===== src/rtl/vga_pkg.sv =====
// Shared framebuffer definitions: pixel format, default widths and the
// return-tag / grant encodings used by the framebuffer arbiter.
package vga_pkg;

  localparam int unsigned PIX_W     = 6;
  localparam int unsigned FB_ADDR_W = 17;

  localparam int unsigned PIX_R_HI = 5;
  localparam int unsigned PIX_R_LO = 4;
  localparam int unsigned PIX_G_HI = 3;
  localparam int unsigned PIX_G_LO = 2;
  localparam int unsigned PIX_B_HI = 1;
  localparam int unsigned PIX_B_LO = 0;

  typedef enum logic [1:0] {
    TAG_NONE = 2'd0,
    TAG_SCAN = 2'd1,
    TAG_RD   = 2'd2
  } tag_e;

  typedef enum logic [1:0] {
    GNT_NONE,
    GNT_SCAN,
    GNT_WR,
    GNT_RD
  } grant_e;

  function automatic logic [PIX_W-1:0] pix_pack(input logic [1:0] r,
                                                input logic [1:0] g,
                                                input logic [1:0] b);
    return {r, g, b};
  endfunction

endpackage


===== src/rtl/vga_fb_arbiter_if.sv =====
// Framebuffer arbiter bus: scanout fetch, host write/read port and the
// single-port RAM side. master = clients/RAM, slave = arbiter.
interface vga_fb_arbiter_if #(
  parameter int unsigned ADDR_W = 17,
  parameter int unsigned DATA_W = 6
);
  logic              scan_req;
  logic [ADDR_W-1:0] scan_addr;
  logic [DATA_W-1:0] scan_data;
  logic              scan_valid;

  logic              host_wr_valid;
  logic              host_wr_ready;
  logic [ADDR_W-1:0] host_wr_addr;
  logic [DATA_W-1:0] host_wr_data;

  logic              host_rd_valid;
  logic              host_rd_ready;
  logic [ADDR_W-1:0] host_rd_addr;
  logic [DATA_W-1:0] host_rd_data;
  logic              host_rd_data_valid;

  logic              mem_en;
  logic              mem_we;
  logic [ADDR_W-1:0] mem_addr;
  logic [DATA_W-1:0] mem_wdata;
  logic [DATA_W-1:0] mem_rdata;

  logic              starve_err;

  modport slave (
    input  scan_req, scan_addr,
    output scan_data, scan_valid,
    input  host_wr_valid, host_wr_addr, host_wr_data,
    output host_wr_ready,
    input  host_rd_valid, host_rd_addr,
    output host_rd_ready, host_rd_data, host_rd_data_valid,
    output mem_en, mem_we, mem_addr, mem_wdata,
    input  mem_rdata,
    output starve_err
  );

  modport master (
    output scan_req, scan_addr,
    input  scan_data, scan_valid,
    output host_wr_valid, host_wr_addr, host_wr_data,
    input  host_wr_ready,
    output host_rd_valid, host_rd_addr,
    input  host_rd_ready, host_rd_data, host_rd_data_valid,
    input  mem_en, mem_we, mem_addr, mem_wdata,
    output mem_rdata,
    input  starve_err
  );
endinterface


===== src/rtl/vga_wr_fifo.sv =====
// Synchronous FIFO for buffered host writes. Pointers carry one extra wrap
// bit so full/empty are told apart by the MSB.
module vga_wr_fifo #(
  parameter int unsigned WIDTH = 23,
  parameter int unsigned DEPTH = 4
) (
  input  logic             clk,
  input  logic             rst_n,
  input  logic             push,
  input  logic [WIDTH-1:0] push_data,
  input  logic             pop,
  output logic [WIDTH-1:0] head,
  output logic             full,
  output logic             empty
);
  localparam int unsigned AW = $clog2(DEPTH);

  logic [AW:0]      wr_ptr;
  logic [AW:0]      rd_ptr;
  logic [WIDTH-1:0] mem [DEPTH];

  assign empty = (wr_ptr == rd_ptr);
  assign full  = (wr_ptr[AW] != rd_ptr[AW]) && (wr_ptr[AW-1:0] == rd_ptr[AW-1:0]);
  assign head  = mem[rd_ptr[AW-1:0]];

  always_ff @(posedge clk or negedge rst_n) begin
    if (!rst_n) begin
      wr_ptr <= '0;
      rd_ptr <= '0;
    end else begin
      if (push) wr_ptr <= wr_ptr + 1'b1;
      if (pop)  rd_ptr <= rd_ptr + 1'b1;
    end
  end

  always_ff @(posedge clk) begin
    if (push) mem[wr_ptr[AW-1:0]] <= push_data;
  end

endmodule


===== src/rtl/vga_fb_arbiter.sv =====
// Single-port framebuffer arbiter: scanout > buffered host write > host read,
// with a return tag for 1-cycle RAM read latency and a sticky starvation flag.
module vga_fb_arbiter
  import vga_pkg::*;
#(
  parameter int unsigned ADDR_W     = FB_ADDR_W,
  parameter int unsigned DATA_W     = PIX_W,
  parameter int unsigned WBUF_DEPTH = 4,
  parameter int unsigned STARVE_MAX = 1024
) (
  input logic              clk,
  input logic              rst_n,
  vga_fb_arbiter_if.slave  bus
);
  localparam int unsigned CW = $clog2(STARVE_MAX + 1);
  localparam logic [CW-1:0] STARVE_LIM = CW'(STARVE_MAX);

  grant_e              grant;
  tag_e                tag, tag_nxt;
  logic                fifo_full, fifo_empty, push, pop;
  logic [ADDR_W+DATA_W-1:0] head;
  logic [CW-1:0]       starve_cnt, starve_inc;
  logic                starve_err;

  assign bus.host_wr_ready = rst_n & ~fifo_full;
  assign push = bus.host_wr_valid & bus.host_wr_ready;
  assign pop  = (grant == GNT_WR);

  vga_wr_fifo #(
    .WIDTH (ADDR_W + DATA_W),
    .DEPTH (WBUF_DEPTH)
  ) u_wr_fifo (
    .clk       (clk),
    .rst_n     (rst_n),
    .push      (push),
    .push_data ({bus.host_wr_addr, bus.host_wr_data}),
    .pop       (pop),
    .head      (head),
    .full      (fifo_full),
    .empty     (fifo_empty)
  );

  // Reads wait for an empty FIFO, so they always observe earlier writes.
  always_comb begin
    grant   = GNT_NONE;
    tag_nxt = TAG_NONE;
    if (!rst_n) begin
      grant = GNT_NONE;
    end else if (bus.scan_req) begin
      grant   = GNT_SCAN;
      tag_nxt = TAG_SCAN;
    end else if (!fifo_empty) begin
      grant = GNT_WR;
    end else if (bus.host_rd_valid) begin
      grant   = GNT_RD;
      tag_nxt = TAG_RD;
    end
  end

  always_comb begin
    bus.mem_en        = (grant != GNT_NONE);
    bus.mem_we        = (grant == GNT_WR);
    bus.host_rd_ready = (grant == GNT_RD);
    bus.mem_wdata     = head[DATA_W-1:0];
    bus.mem_addr      = bus.scan_addr;
    if (grant == GNT_WR)      bus.mem_addr = head[ADDR_W+DATA_W-1:DATA_W];
    else if (grant == GNT_RD) bus.mem_addr = bus.host_rd_addr;
  end

  always_ff @(posedge clk or negedge rst_n) begin
    if (!rst_n) tag <= TAG_NONE;
    else        tag <= tag_nxt;
  end

  assign bus.scan_valid         = (tag == TAG_SCAN);
  assign bus.host_rd_data_valid = (tag == TAG_RD);
  assign bus.scan_data          = bus.mem_rdata;
  assign bus.host_rd_data       = bus.mem_rdata;

  assign starve_inc = starve_cnt + 1'b1;

  always_ff @(posedge clk or negedge rst_n) begin
    if (!rst_n) begin
      starve_cnt <= '0;
      starve_err <= 1'b0;
    end else if (pop || fifo_empty) begin
      starve_cnt <= '0;
    end else if (bus.scan_req && starve_cnt != STARVE_LIM) begin
      starve_cnt <= starve_inc;
      if (starve_inc == STARVE_LIM) starve_err <= 1'b1;
    end
  end

  assign bus.starve_err = starve_err;

endmodule


===== src/flat_wrapper.sv =====
// flat-port wrapper written by rule: the top's interface ports become plain ports
module vga_fb_arbiter_flat import vga_pkg::*;
#(
  parameter int unsigned ADDR_W     = FB_ADDR_W,
  parameter int unsigned DATA_W     = PIX_W,
  parameter int unsigned WBUF_DEPTH = 4,
  parameter int unsigned STARVE_MAX = 1024
)
  (clk, rst_n, bus_scan_req, bus_scan_addr, bus_scan_data, bus_scan_valid, bus_host_wr_valid, bus_host_wr_addr, bus_host_wr_data, bus_host_wr_ready, bus_host_rd_valid, bus_host_rd_addr, bus_host_rd_ready, bus_host_rd_data, bus_host_rd_data_valid, bus_mem_en, bus_mem_we, bus_mem_addr, bus_mem_wdata, bus_mem_rdata, bus_starve_err);
  vga_fb_arbiter_if #(.ADDR_W(ADDR_W), .DATA_W(DATA_W)) bus_i ();
  input logic clk;
  input logic rst_n;
  input wire logic [$bits(bus_i.scan_req)-1:0] bus_scan_req;
  input wire logic [$bits(bus_i.scan_addr)-1:0] bus_scan_addr;
  output wire logic [$bits(bus_i.scan_data)-1:0] bus_scan_data;
  output wire logic [$bits(bus_i.scan_valid)-1:0] bus_scan_valid;
  input wire logic [$bits(bus_i.host_wr_valid)-1:0] bus_host_wr_valid;
  input wire logic [$bits(bus_i.host_wr_addr)-1:0] bus_host_wr_addr;
  input wire logic [$bits(bus_i.host_wr_data)-1:0] bus_host_wr_data;
  output wire logic [$bits(bus_i.host_wr_ready)-1:0] bus_host_wr_ready;
  input wire logic [$bits(bus_i.host_rd_valid)-1:0] bus_host_rd_valid;
  input wire logic [$bits(bus_i.host_rd_addr)-1:0] bus_host_rd_addr;
  output wire logic [$bits(bus_i.host_rd_ready)-1:0] bus_host_rd_ready;
  output wire logic [$bits(bus_i.host_rd_data)-1:0] bus_host_rd_data;
  output wire logic [$bits(bus_i.host_rd_data_valid)-1:0] bus_host_rd_data_valid;
  output wire logic [$bits(bus_i.mem_en)-1:0] bus_mem_en;
  output wire logic [$bits(bus_i.mem_we)-1:0] bus_mem_we;
  output wire logic [$bits(bus_i.mem_addr)-1:0] bus_mem_addr;
  output wire logic [$bits(bus_i.mem_wdata)-1:0] bus_mem_wdata;
  input wire logic [$bits(bus_i.mem_rdata)-1:0] bus_mem_rdata;
  output wire logic [$bits(bus_i.starve_err)-1:0] bus_starve_err;
  assign bus_i.scan_req = bus_scan_req;
  assign bus_i.scan_addr = bus_scan_addr;
  assign bus_scan_data = bus_i.scan_data;
  assign bus_scan_valid = bus_i.scan_valid;
  assign bus_i.host_wr_valid = bus_host_wr_valid;
  assign bus_i.host_wr_addr = bus_host_wr_addr;
  assign bus_i.host_wr_data = bus_host_wr_data;
  assign bus_host_wr_ready = bus_i.host_wr_ready;
  assign bus_i.host_rd_valid = bus_host_rd_valid;
  assign bus_i.host_rd_addr = bus_host_rd_addr;
  assign bus_host_rd_ready = bus_i.host_rd_ready;
  assign bus_host_rd_data = bus_i.host_rd_data;
  assign bus_host_rd_data_valid = bus_i.host_rd_data_valid;
  assign bus_mem_en = bus_i.mem_en;
  assign bus_mem_we = bus_i.mem_we;
  assign bus_mem_addr = bus_i.mem_addr;
  assign bus_mem_wdata = bus_i.mem_wdata;
  assign bus_i.mem_rdata = bus_mem_rdata;
  assign bus_starve_err = bus_i.starve_err;
  vga_fb_arbiter #(.ADDR_W(ADDR_W), .DATA_W(DATA_W), .WBUF_DEPTH(WBUF_DEPTH), .STARVE_MAX(STARVE_MAX)) u_core (.clk(clk), .rst_n(rst_n), .bus(bus_i));
endmodule

===== config.mk =====
export PLATFORM = sky130hd
export DESIGN_NAME = vga_fb_arbiter_flat
export DESIGN_NICKNAME = d
export VERILOG_FILES = /design/src/rtl/vga_pkg.sv /design/src/rtl/vga_fb_arbiter_if.sv /design/src/rtl/vga_wr_fifo.sv /design/src/rtl/vga_fb_arbiter.sv /design/src/flat_wrapper.sv
export SDC_FILE = /design/constraint.sdc
export NUM_CORES = 1
export LEC_CHECK = 0
export CORE_ASPECT_RATIO = 0.75
export CORE_MARGIN = 2
export CORE_UTILIZATION = 45
export CTS_BUF_LIST = sky130_fd_sc_hd__clkbuf_4 sky130_fd_sc_hd__clkbuf_8
export CTS_CLUSTER_DIAMETER = 200
export DETAILED_ROUTE_END_ITERATION = 10
export PLACE_DENSITY = 0.72
export REMOVE_ABC_BUFFERS = 1
export SLEW_MARGIN = 0
export SYNTH_ARGS = -nofsm -noshare
export SYNTH_HDL_FRONTEND = slang
export SYNTH_SLANG_ARGS = --single-unit

===== constraint.sdc =====
create_clock -name clk -period 3 [get_ports clk]
set_input_delay 0.45 -clock clk [delete_from_list [all_inputs] [get_ports clk]]
set_output_delay 0.45 -clock clk [all_outputs]
set_load 0.01 [all_outputs]

After elaboration in Yosys (flattened, before gate mapping) --
Memories as Yosys holds them, arrays and structs flattened. Cells that the tools add are included.
Storage, ports and cells: register bits 20, RAM bits 92, input port bits 68, output and inout port bits 42, memories kept 1
Operators by class: add/subtract/negate cells 3, equality and inequality tests 9, mux-type cells 14, bitwise operators 4, reductions and logical operators 6
Memory list:
- u_core.u_wr_fifo.mem | depth 4, width 23, rd ports 1, clocked after Yosys merged registers in 0, write ports 1, line vga_wr_fifo.sv:20 | logic [WIDTH-1:0] mem [DEPTH];
Operators by type and width (number):
- 17-bit two-way mux | 2
- 11-bit two-way mux | 2
- 2-bit two-way mux | 8
- 11-bit by 1-bit adder with 11-bit output, second input constant | 1
- 11-bit equality test, second input constant | 1
- 11-bit inequality test, second input constant | 1
- 3-bit by 1-bit adder with 3-bit output, second input constant | 2
- 2-bit equality test, second input constant | 3
- 2-bit nonzero test | 2
- 3-bit equality test | 1
- 3-bit AND reduction | 1
- 1-bit bitwise AND | 2
- 2-bit by 1-bit equality test with 1-bit output, second input constant | 1
- 2-bit equality test | 1
- 1-bit logical AND | 2
- 1-bit two-way mux | 2
- 1-bit NOT | 2
- 1-bit logical OR | 1
- 1-bit inequality test | 1

Longest topological paths before layout --
Gate-level depths: netlist of run 1.
depth after elaboration 8, mapped depth 9, depth with buffers taken out 7

Hierarchy --
From an unflattened synthesis of run 1, not the netlist that was laid out.
Unflattened totals: cell total of the unflattened synthesis 329, area, all modules 5133.7 µm²
By module, submodules not included:
- vga_wr_fifo | instances 1, cells each 151, area an instance 3708.6 µm²
- vga_fb_arbiter | instances 1, cells each 178, area an instance 1425.1 µm²

Least setup slack after synthesis of run 1 --
Ideal clock, no wire load.
kind register to register, start point reg u_core.u_wr_fifo.rd_ptr[0], end point mem u_core.u_wr_fifo.mem[3][0], enable pin, data arrival time 2.057 ns, data required time 2.617 ns, slack 0.560 ns, cell stages (with the launch flop) 6, cell sequence dfrtp_1 buf_2 xor2_1 nor2_1 a21boi_0 and3_1
On the way: word-level cells in the longest chain between the ends 7
Ends and longest elaborated chain:
- start: declaration | line vga_wr_fifo.sv:19 | logic [AW:0] rd_ptr;
- start signal: assignment | line vga_wr_fifo.sv:32 | if (pop) rd_ptr <= rd_ptr + 1'b1;
- 2-bit equality test | line vga_wr_fifo.sv:23 | assign full = (wr_ptr[AW] != rd_ptr[AW]) && (wr_ptr[AW-1:0] == rd_ptr[AW-1:0]);
- 1-bit logical AND | line vga_wr_fifo.sv:23
- 1-bit NOT | line vga_fb_arbiter.sv:25 | assign bus.host_wr_ready = rst_n & ~fifo_full;
- 1-bit bitwise AND | line vga_fb_arbiter.sv:25
- named net bus_host_wr_ready | line flat_wrapper.sv:20 | output wire logic [$bits(bus_i.host_wr_ready)-1:0] bus_host_wr_ready;
- 1-bit bitwise AND | line vga_fb_arbiter.sv:26 | assign push = bus.host_wr_valid & bus.host_wr_ready;
- 1-bit two-way mux | line vga_wr_fifo.sv:37 | if (push) mem[wr_ptr[AW-1:0]] <= push_data;
- 1-bit two-way mux (not written as such) | line vga_wr_fifo.sv:37
- end: declaration | line vga_wr_fifo.sv:20
The timed path passes the listed nets, and every way through them passes these cells.

Worst setup path after layout of run 1 --
start point reg u_core.u_wr_fifo.rd_ptr[1], end point out bus_mem_addr[9]
On the way: word-level cells in the longest chain between the ends 7, elaborated cells between the ends (all ways) 9
Ends and longest elaborated chain:
- 3-bit equality test | line vga_wr_fifo.sv:22 | assign empty = (wr_ptr == rd_ptr);
- 2-bit two-way mux | line vga_fb_arbiter.sv:52 | end else if (!fifo_empty) begin
- 2-bit two-way mux | line vga_fb_arbiter.sv:49 | end else if (bus.scan_req) begin
- 2-bit two-way mux | line vga_fb_arbiter.sv:47 | if (!rst_n) begin
- 2-bit equality test | line vga_fb_arbiter.sv:67 | else if (grant == GNT_RD) bus.mem_addr = bus.host_rd_addr;
- 17-bit two-way mux | line vga_fb_arbiter.sv:67
- 17-bit two-way mux * | line vga_fb_arbiter.sv:66 | if (grant == GNT_WR) bus.mem_addr = head[ADDR_W+DATA_W-1:DATA_W];
- end: declaration | line flat_wrapper.sv:28 | output wire logic [$bits(bus_i.mem_addr)-1:0] bus_mem_addr;
Every way passes the cells marked *; elsewhere a longest branch is shown, timed or not.

==> results.yml, run 1 <==
synth:
  ys_types: 47
  synthMostInstantiatedCell: "edfxtp_1"
  synth-seq-cells: 112
  synth_area_per_cell_um2: 15.3
  synth_area_leaders: "edfxtp_1, mux4_2, dfrtp_1, nand2_1, ha_1"
  yosys.area.top_type_share_pct: 55.5
  yosys_warnings: 0
  synth_ff_type: "edfxtp_1"
  synth_cells: 325
  synth-edff-count: 92
  syn_area_um2: 4970
  ys_top_cells_by_count: "edfxtp_1, nand2_1, mux4_2"
  synthArstFlopShare_pct: 17.9
  yosysTopAreaCell: "edfxtp_1"
  ys_seq_area_share_pct: 65.6
sta:
  slew_headroom_pct: 61.8
  setup_viol: 0
  tns_ns: 0
  fmax_mhz: 349
  drv_slew: 0
  hold_ws_ns: 0.453
  final-hold-violation-count: 0
  post-route-period-util_pct: 95.6
  fin_skew_ns: 0.0103
  fin_ws_ns: 0.133
  fin_crit_ns: 2.87
  rsz0062_at_grt: "false"
  tightest_slew_ns: 0.571
worst_setup_path:
  critical_path_class: "flip-flop to output port"
  critPathSlowestCell: "clkdlybuf4s50_1"
  cp-start-kind: "flip-flop"
  critPathMaxFanout: 18
  r2r_end: "u_core.starve_cnt[4]"
  cp-end-kind: "output port"
  r2r_cells: 5
  required_ns: 2.55
  reg2reg_from: "u_core.starve_cnt[5]"
  worst-r2r-setup-slack_ns: 0.66
  cp.arrival_ns: 2.42
  crit_path_cell_trace: "xor2_4, nor3_4, and3_4, buf_12, mux2i_1, o21ai_0, clkdlybuf4s50_1"
  max_stage_delay_ns: 0.55
detailed_routing:
  viasPerCell: 5.33
  firstDrtPassIters: 4
  drt-total-wl_mm: 10.0
  antenna_left: 0
  wl_per_cell_um: 17.9
  vias: 2985
  drc: 0
  drtIter0Drc: 252
cts:
  clk_pin_slew_worst_paths_ns: 0.10
  cts_buffers: 9
  clock_sinks: 112
  cts_tree: "built"
  cts_hold_buf: 0
  ctsHtreeMaxLevel: 3
  root_buffer: "clkbuf_8"
  clockBufferDepth: 2
  worstSkewPairLatency_ns: 0.37
placement:
  place_worst_setup_slack_ns: 0.147
  port_buffers: 91
  place_area_um2: 6090
  dpl.cell_count: 543
  dpl.hpwl_mm: 6.68
  place_congestion: 0.868
global_routing:
  gr-total-overflow: 0
  grt_start_max_net_pins: 26
  grt_usage_pct: 17.7
  grt_antenna_before_repair: 0
  grt_pass1_vias: 3004
  grt_pass1_wl_mm: 16.0
outcome:
  status: "finished clean"
floorplan:
  io_pins: 110
  dieWidth_um: 125
  rows: 33
  initial_core_util_pct: 45.8
  die_h_um: 95.0
  dieArea_um2: 11900
  core_um2: 10900
power_and_ir_drop:
  pwr-share-comb_pct: 37.8
  internal_power_mw: 3.22
  total_power_mw: 4.68
  seqPwrFrac_pct: 43.7
  swShare_pct: 31.2
  p_leak_nw: 2.25
  p_per_area_nw_per_um2: 736
  clockPowerShare_pct: 18.6
  p_sw_mw: 1.46
  max-vdd-ir-drop_uv: 369
cells_and_area:
  stdcell_count: 560
  drive_above_1_share_pct: 16.9
  n_antenna_cell: 0
  fin_nets: 491
  final_cell_area_um2: 6360
  area.growth.synth_to_final_pct: 27.9
  post-route-util_pct: 58.6
flow_run:
  maxCapViolCount: 0
worst_hold_path:
  hp-class: "primary input to async pin"
-- routing by layer --
metal	track usage, %	routed length, um	up-vias	part of all wire [%]
met5	0	0	-	0
met4	4.44	99	0	0.99
met3	4.49	505	8	5.0
met2	29.3	4840	103	48
met1	23.9	4590	1462	46
li1	-	-	1412	-
-- worst max-delay path, delay by kind of cell, from the launching register on --
family	cells	cell delay (ns)
compound gates	1	0.14
xor+xnor	1	0.21
buf+inv	2	0.72
flops	1	0.46
mux	1	0.08
simple gates	2	0.43
-- registers in the layout (all words and copies together) (netlist names) --
name                     count
u_core.u_wr_fifo.mem        92
u_core.starve_cnt           11
u_core.u_wr_fifo.rd_ptr      3
u_core.u_wr_fifo.wr_ptr      3
u_core.tag                   2
u_core.bus.starve_err        1
-- worst max path at each step --
stage,startpoint,end,depth (start not counted)
after global routing,u_core.u_wr_fifo.rd_ptr[0],bus_mem_addr[15],5
after detailed placement,rst_n,bus_mem_addr[5],7
after global placement,rst_n,bus_mem_addr[5],7
after CTS,u_core.u_wr_fifo.rd_ptr[2],bus_mem_addr[13],8
after floorplan,u_core.u_wr_fifo.rd_ptr[0],bus_mem_addr[13],5
final,u_core.u_wr_fifo.rd_ptr[1],bus_mem_addr[9],7
-- cells in the final DEF, fill, tap and decap left out, types with 2 or more instances in the layout --
master	instances
mux2i_1	5
nor2_1	9
nor2b_1	3
a22o_1	2
o21ai_1	6
mux2_2	2
o21ai_0	8
a21oi_1	3
mux4_2	23
o22ai_1	2
buf_4	7
nand4_1	2
xor2_1	2
xnor2_1	4
inv_1	7
xor2_2	2
or3_1	2
buf_12	6
buf_6	2
and3_1	7
ha_1	8
dfrtp_1	16
clkinvlp_4	2
clkinv_1	2
a22oi_1	13
clkbuf_8	9
dfrtp_2	4
dlymetal6s2s_1	3
nand3_1	4
edfxtp_1	92
a21boi_0	3
nand2_1	41
nor3_1	5
clkdlybuf4s50_1	88
-- power by group through the flow --
stage	combinational [mW]	clock, mW	sequential [mW]
after floorplan	0.871	0	2.14
after global placement	1.68	0	2.04
after global routing	1.93	0.959	2.07
final	1.77	0.869	2.04
after detailed placement	1.72	0	2.06
after CTS	1.75	0.894	2.03
-- repair_timing --
action	CTS	global route
endpoints found under the setup margin	6	17
buffers inserted	0	1
hold endpoints to repair	0	0
gates resized for setup	5	10
-- layout make-up --
| type | instances | area (um2) |
|---|---|---|
| Tap cell | 140 | 175 |
| Timing Repair Buffer | 106 | 1110 |
| Fill cell | 829 | 4500 |
| Clock buffer | 9 | 124 |
| Sequential cell | 112 | 3270 |
| Clock inverter | 7 | 70.1 |
| Multi-Input combinational cell | 179 | 1590 |
| Inverter | 7 | 26.3 |
-- logic make-up after synthesis --
group	Yosys count	share of synthesized area, %
compound gates	46	6.59
simple gates	86	8.63
fa+ha+maj	8	2.01
xor+xnor	9	1.58
mux	30	11.9
flops	112	65.6
buf+inv	34	3.70
Note: power is estimated with default switching activity, not from simulation.
==> inputs of run 2 (changes only) <==
--- a/config.mk
+++ b/config.mk
@@ -11,6 +11,7 @@
 export CTS_BUF_LIST = sky130_fd_sc_hd__clkbuf_4 sky130_fd_sc_hd__clkbuf_8
 export CTS_CLUSTER_DIAMETER = 200
 export DETAILED_ROUTE_END_ITERATION = 10
+export GPL_TIMING_DRIVEN = 0
 export PLACE_DENSITY = 0.72
 export REMOVE_ABC_BUFFERS = 1
 export SLEW_MARGIN = 0
==> run 2 against run 1 <==
  * Clock-buffer cell count rose by 4
  * Core utilization rose by 0.56 points
  * Clock power fell by 8.3%
  * Routed wire length rose by 4.7%
  * Final area rose by 0.96%
  * Critical path depth did not move
  * Sequential power barely moved
  * Maximum frequency barely moved
  * Total power rose by 1.1%
  * Sequential share of layout area fell by 0.45 points
  * Worst hold slack got worse by 0.098 ns
  * First-iteration DRC count fell by 2.8%
  * Critical endpoint is now bus_mem_addr[16]
  * Highest routed layer unchanged
==> results.yml, run 2 (synthesis results as in run 1) <==
cts:
  cts_tree: "built"
  worstSkewPairLatency_ns: 0.36
  clk_pin_slew_worst_paths_ns: 0.10
  root_buffer: "clkbuf_8"
  clock_sinks: 112
  ctsHtreeMaxLevel: 3
  clockBufferDepth: 2
  cts_buffers: 9
power_and_ir_drop:
  total_power_mw: 4.73
  max-vdd-ir-drop_uv: 391
  seqPwrFrac_pct: 43.6
  clockPowerShare_pct: 16.8
  internal_power_mw: 3.24
  swShare_pct: 31.6
  p_per_area_nw_per_um2: 737
  p_leak_nw: 2.37
  pwr-share-comb_pct: 39.6
  p_sw_mw: 1.49
global_routing:
  grt_pass1_wl_mm: 17.0
  grt_usage_pct: 18.7
  grt_pass1_vias: 3162
  grt_antenna_before_repair: 0
  gr-total-overflow: 0
  grt_start_max_net_pins: 25
floorplan:
  initial_core_util_pct: 45.8
  dieArea_um2: 11900
  core_um2: 10900
  die_h_um: 95.0
  io_pins: 110
  rows: 33
  dieWidth_um: 125
sta:
  hold_ws_ns: 0.355
  setup_viol: 0
  post-route-period-util_pct: 95.5
  final-hold-violation-count: 0
  drv_slew: 0
  fin_crit_ns: 2.86
  rsz0062_at_grt: "false"
  fin_skew_ns: 0.0138
  tightest_slew_ns: 0.973
  tns_ns: 0
  slew_headroom_pct: 34.9
  fmax_mhz: 349
cells_and_area:
  drive_above_1_share_pct: 19.1
  fin_nets: 496
  final_cell_area_um2: 6420
  largest_register_ffs: 92
  stdcell_count: 565
  layout_common_cells: "edfxtp_1, clkdlybuf4s50_1, nand2_1"
  n_antenna_cell: 0
  area.growth.synth_to_final_pct: 29.2
  final_common_cell: "edfxtp_1"
worst_setup_path:
  cp.arrival_ns: 2.41
  critPathMaxFanout: 8
  r2r_cells: 4
  cp-start-kind: "flip-flop"
  required_ns: 2.55
  cp-end-kind: "output port"
  critical_path_class: "flip-flop to output port"
worst_hold_path:
  holdPathStages: 2
  hp-class: "primary input to flip-flop"
detailed_routing:
  viasPerCell: 5.50
  vias: 3108
  firstDrtPassIters: 4
  antenna_left: 0
  drc: 0
  wl_per_cell_um: 18.6
  wl_met3_um: 794
  drt-total-wl_mm: 10.5
  met2_length_mm: 5.29
  drt-met1-wl_mm: 4.31
  routed.top_layer: "met4"
  drtIter0Drc: 245
placement:
  port_buffers: 91
  dpl.hpwl_mm: 6.54
  dpl.cell_count: 531
  place_area_um2: 5940
  place_congestion: 0.846
flow_run:
  maxCapViolCount: 0
outcome:
  status: "finished clean"
[run 2: area by class of cell]
cell class                 count  area, um2
tap                          140        175
multi-input combinational    179       1630
clock buffer                  13        154
timing repair buffer         111       1150
sequential                   112       3270
fill                         842       4430
inverter                       7       26.3
clock inverter                 3       18.8
[run 2: stage by stage]
stage / utilization, % / setup slack [ns]
after floorplan: - / -0.700
after global placement: 54.3 / -2.21
after detailed placement: 54.7 / -1.83
after CTS: 58.3 / 0.0516
after global routing: 59.2 / 0.00385
final: 59.2 / 0.136
[run 2: worst max-delay path, stage by stage, from the launching register on]
cell and delay (ns):
dfrtp_4 0.53, xor2_4 0.22, nor3_4 0.19, and3_4 0.30, buf_4 0.16, a22oi_1 0.08
nand2_1 0.07, clkdlybuf4s50_1 0.52
[run 2: worst paths after layout]
kind | start | end | slack (ns)
min in group asynchronous | rst_n | u_core.tag[0] | 0.82
worst max-delay path | u_core.u_wr_fifo.rd_ptr[0] | bus_mem_addr[16] | 0.14
worst max register to register | u_core.u_wr_fifo.rd_ptr[1] | u_core.u_wr_fifo.mem[3][19] | 0.52
worst min register to register | u_core.bus.starve_err | u_core.bus.starve_err | 0.48
worst min-delay path | rst_n | u_core.tag[0] | 0.35
max in group asynchronous | rst_n | u_core.u_wr_fifo.rd_ptr[1] | 1.47
[run 2: metal layers]
layer | vias to the layer above | GRT usage, %
met1 | 1545 | 24.4
li1 | 1425 | -
met4 | 0 | 6.30
met5 | - | 0
met3 | 8 | 4.43
met2 | 130 | 31.6
[run 2: repair_timing]
item	CTS	global route
hold endpoints to repair	20	0
setup buffers	11	6
hold buffers	1	0
pin swaps	2	0
gates resized for setup	20	17
setup endpoints to repair	128	111
[run 2: power by group through the flow]
stage	logic [mW]	registers, mW	clock network (mW)
6_report	1.87	2.06	0.797
5_1_grt	2.05	2.09	0.877
4_1_cts	1.87	2.05	0.819
3_5_place_dp	1.44	2.23	0
3_3_place_gp	1.38	2.21	0
2_1_floorplan	0.871	2.14	0
==> inputs of run 3 (changes only) <==
--- a/config.mk
+++ b/config.mk
@@ -5,13 +5,14 @@
 export SDC_FILE = /design/constraint.sdc
 export NUM_CORES = 1
 export LEC_CHECK = 0
-export CORE_ASPECT_RATIO = 0.75
+export CORE_ASPECT_RATIO = 1.2
 export CORE_MARGIN = 2
 export CORE_UTILIZATION = 45
 export CTS_BUF_LIST = sky130_fd_sc_hd__clkbuf_4 sky130_fd_sc_hd__clkbuf_8
 export CTS_CLUSTER_DIAMETER = 200
 export DETAILED_ROUTE_END_ITERATION = 10
 export GPL_TIMING_DRIVEN = 0
+export MAX_ROUTING_LAYER = met4
 export PLACE_DENSITY = 0.72
 export REMOVE_ABC_BUFFERS = 1
 export SLEW_MARGIN = 0
==> run 3 against run 2 <==
  * Sequential power is essentially flat
  * Clock power grew 16%
  * Combinational power hardly changed
  * Flip-flop and latch count unchanged
  * Sequential share of layout area decreased by 0.39 points
  * Highest routed layer unchanged
  * Final area up 0.78%
==> results.yml, run 3 (synthesis results as in run 1) <==
worst_hold_path:
  hp-class: "primary input to flip-flop"
sta:
  tightest_slew_ns: 1.25
  fin_crit_ns: 2.93
  drv_slew: 0
  setup_viol: 0
  slew_headroom_pct: 16.4
  fin_skew_ns: 0.0219
  fmax_mhz: 341
  hold_ws_ns: 0.388
  fin_ws_ns: 0.0714
  post-route-period-util_pct: 97.6
  final-hold-violation-count: 0
detailed_routing:
  firstDrtPassIters: 4
  vias: 3104
  drc: 0
  routed.top_layer: "met4"
  drtIter0Drc: 146
  viasPerCell: 5.54
  wl_per_cell_um: 19.1
  met2_length_mm: 5.64
  antenna_left: 0
  wl_met3_um: 562
  drt-total-wl_mm: 10.7
  drt-met1-wl_mm: 4.34
cts:
  worstSkewPairLatency_ns: 0.38
  ctsHtreeMaxLevel: 3
  clk_pin_slew_worst_paths_ns: 0.12
  cts_buffers: 9
  clockBufferDepth: 2
  cts_tree: "built"
  clock_sinks: 112
  root_buffer: "clkbuf_8"
worst_setup_path:
  critical_path_class: "flip-flop to output port"
  cp-start-kind: "flip-flop"
  crit_path_cell_trace: "xor2_4, nor3_4, and3_4, buf_4, a22oi_1, nand2_1, clkdlybuf4s50_1"
  critPathMaxFanout: 5
  cp.arrival_ns: 2.48
  required_ns: 2.55
  max_stage_delay_ns: 0.53
  cp-end-kind: "output port"
  critPathSlowestCell: "clkdlybuf4s50_1"
placement:
  place_worst_setup_slack_ns: -1.95
  port_buffers: 91
  dpl.hpwl_mm: 6.53
  place_congestion: 0.801
global_routing:
  grt_usage_pct: 18.7
  grt_antenna_before_repair: 0
  grt_start_max_net_pins: 25
  grt_pass1_wl_mm: 16.3
  grt_pass1_vias: 3249
  gr-total-overflow: 0
cells_and_area:
  area.growth.synth_to_final_pct: 30.2
  fin_nets: 499
  final_common_cell: "edfxtp_1"
  n_antenna_cell: 0
  drive_above_1_share_pct: 18.7
  largest_register_ffs: 92
  layout_common_cells: "edfxtp_1, clkdlybuf4s50_1, nand2_1"
  fillerInstances: 811
  multiInputGateArea_um2: 1620
  seq_area_um2: 3270
floorplan:
  io_pins: 110
  dieWidth_um: 100
  rows: 42
  dieArea_um2: 11900
  core_um2: 10900
  die_h_um: 119
  initial_core_util_pct: 45.7
power_and_ir_drop:
  p_per_area_nw_per_um2: 751
  p_leak_nw: 2.44
  max-vdd-ir-drop_uv: 449
flow_run:
  maxCapViolCount: 0
outcome:
  status: "finished clean"
[run 3: cell types whose count changed in the layout (fill, tap and decap cells not counted), moves of 2 or more]
cell	delta
buf_8	-2
dlymetal6s2s_1	+5
buf_4	+3
and3_1	+3
clkbuf_4	-3
and3_2	-3
clkinv_8	+2
clkdlybuf4s50_1	-5
clkinv_2	-2
inv_8	+3
[run 3: through the flow]
step	std cells	area, um2	setup TNS [ns]	util [%]	power (mW)
floorplan	298	4820	-19.96	-	3.01
detailed placement	523	5920	-105.85	54.4	3.68
global route	560	6470	-0.0000593	59.5	5.09
finish	560	6470	0	59.5	4.86
global placement	521	5890	-136.86	54.2	3.63
CTS	551	6360	0	58.5	4.89
[run 3: layout make-up]
type                    instances  share of cell area (%)
inverters                       7                   0.406
clock inverters                 7                    1.39
repair buffers                114                    18.2
clock buffers                   9                    1.91
multi-input cells             179                    25.1
well taps                     132                    2.55
flip-flops and latches        112                    50.5
[run 3: worst paths after layout]
kind	start	endpoint	slack, ns	cells after the start
max in group asynchronous	rst_n	u_core.u_wr_fifo.rd_ptr[0]	1.74	2
worst min register to register	u_core.bus.starve_err	u_core.bus.starve_err	0.49	1
worst min-delay path	rst_n	u_core.tag[0]	0.39	2
min in group asynchronous	rst_n	u_core.u_wr_fifo.wr_ptr[2]	0.58	2
worst max-delay path	u_core.u_wr_fifo.rd_ptr[1]	bus_mem_addr[16]	0.07	7
worst max register to register	u_core.u_wr_fifo.rd_ptr[0]	u_core.u_wr_fifo.mem[0][21]	0.21	4
[run 3: report_power, final]
part	internal, mW	switching, mW
clock	0.345	0.579
sequential	1.92	0.143
combinational	0.963	0.911
[run 3: worst max-delay path: cells and delay by family, from the launching register on]
family                 cells  cell delay (ns)
AO/OA/AOI/OAI              1             0.07
flip-flops                 1             0.52
buffers and inverters      2             0.68
AND/OR/NAND/NOR            3             0.64
XOR/XNOR                   1             0.21
[run 3: timing repair]
action                     CTS  global route
setup endpoints to repair  129            39
buffers inserted            12             7
hold endpoints to repair     0            15
resized for setup           21            17
pin swaps                    2             2
hold buffers                 0             2
[run 3: metal layers]
metal	track usage, %	vias up
met2	31.5	102
met5	-	-
met3	4.58	14
met1	22.1	1556
met4	6.25	0
li1	-	1432
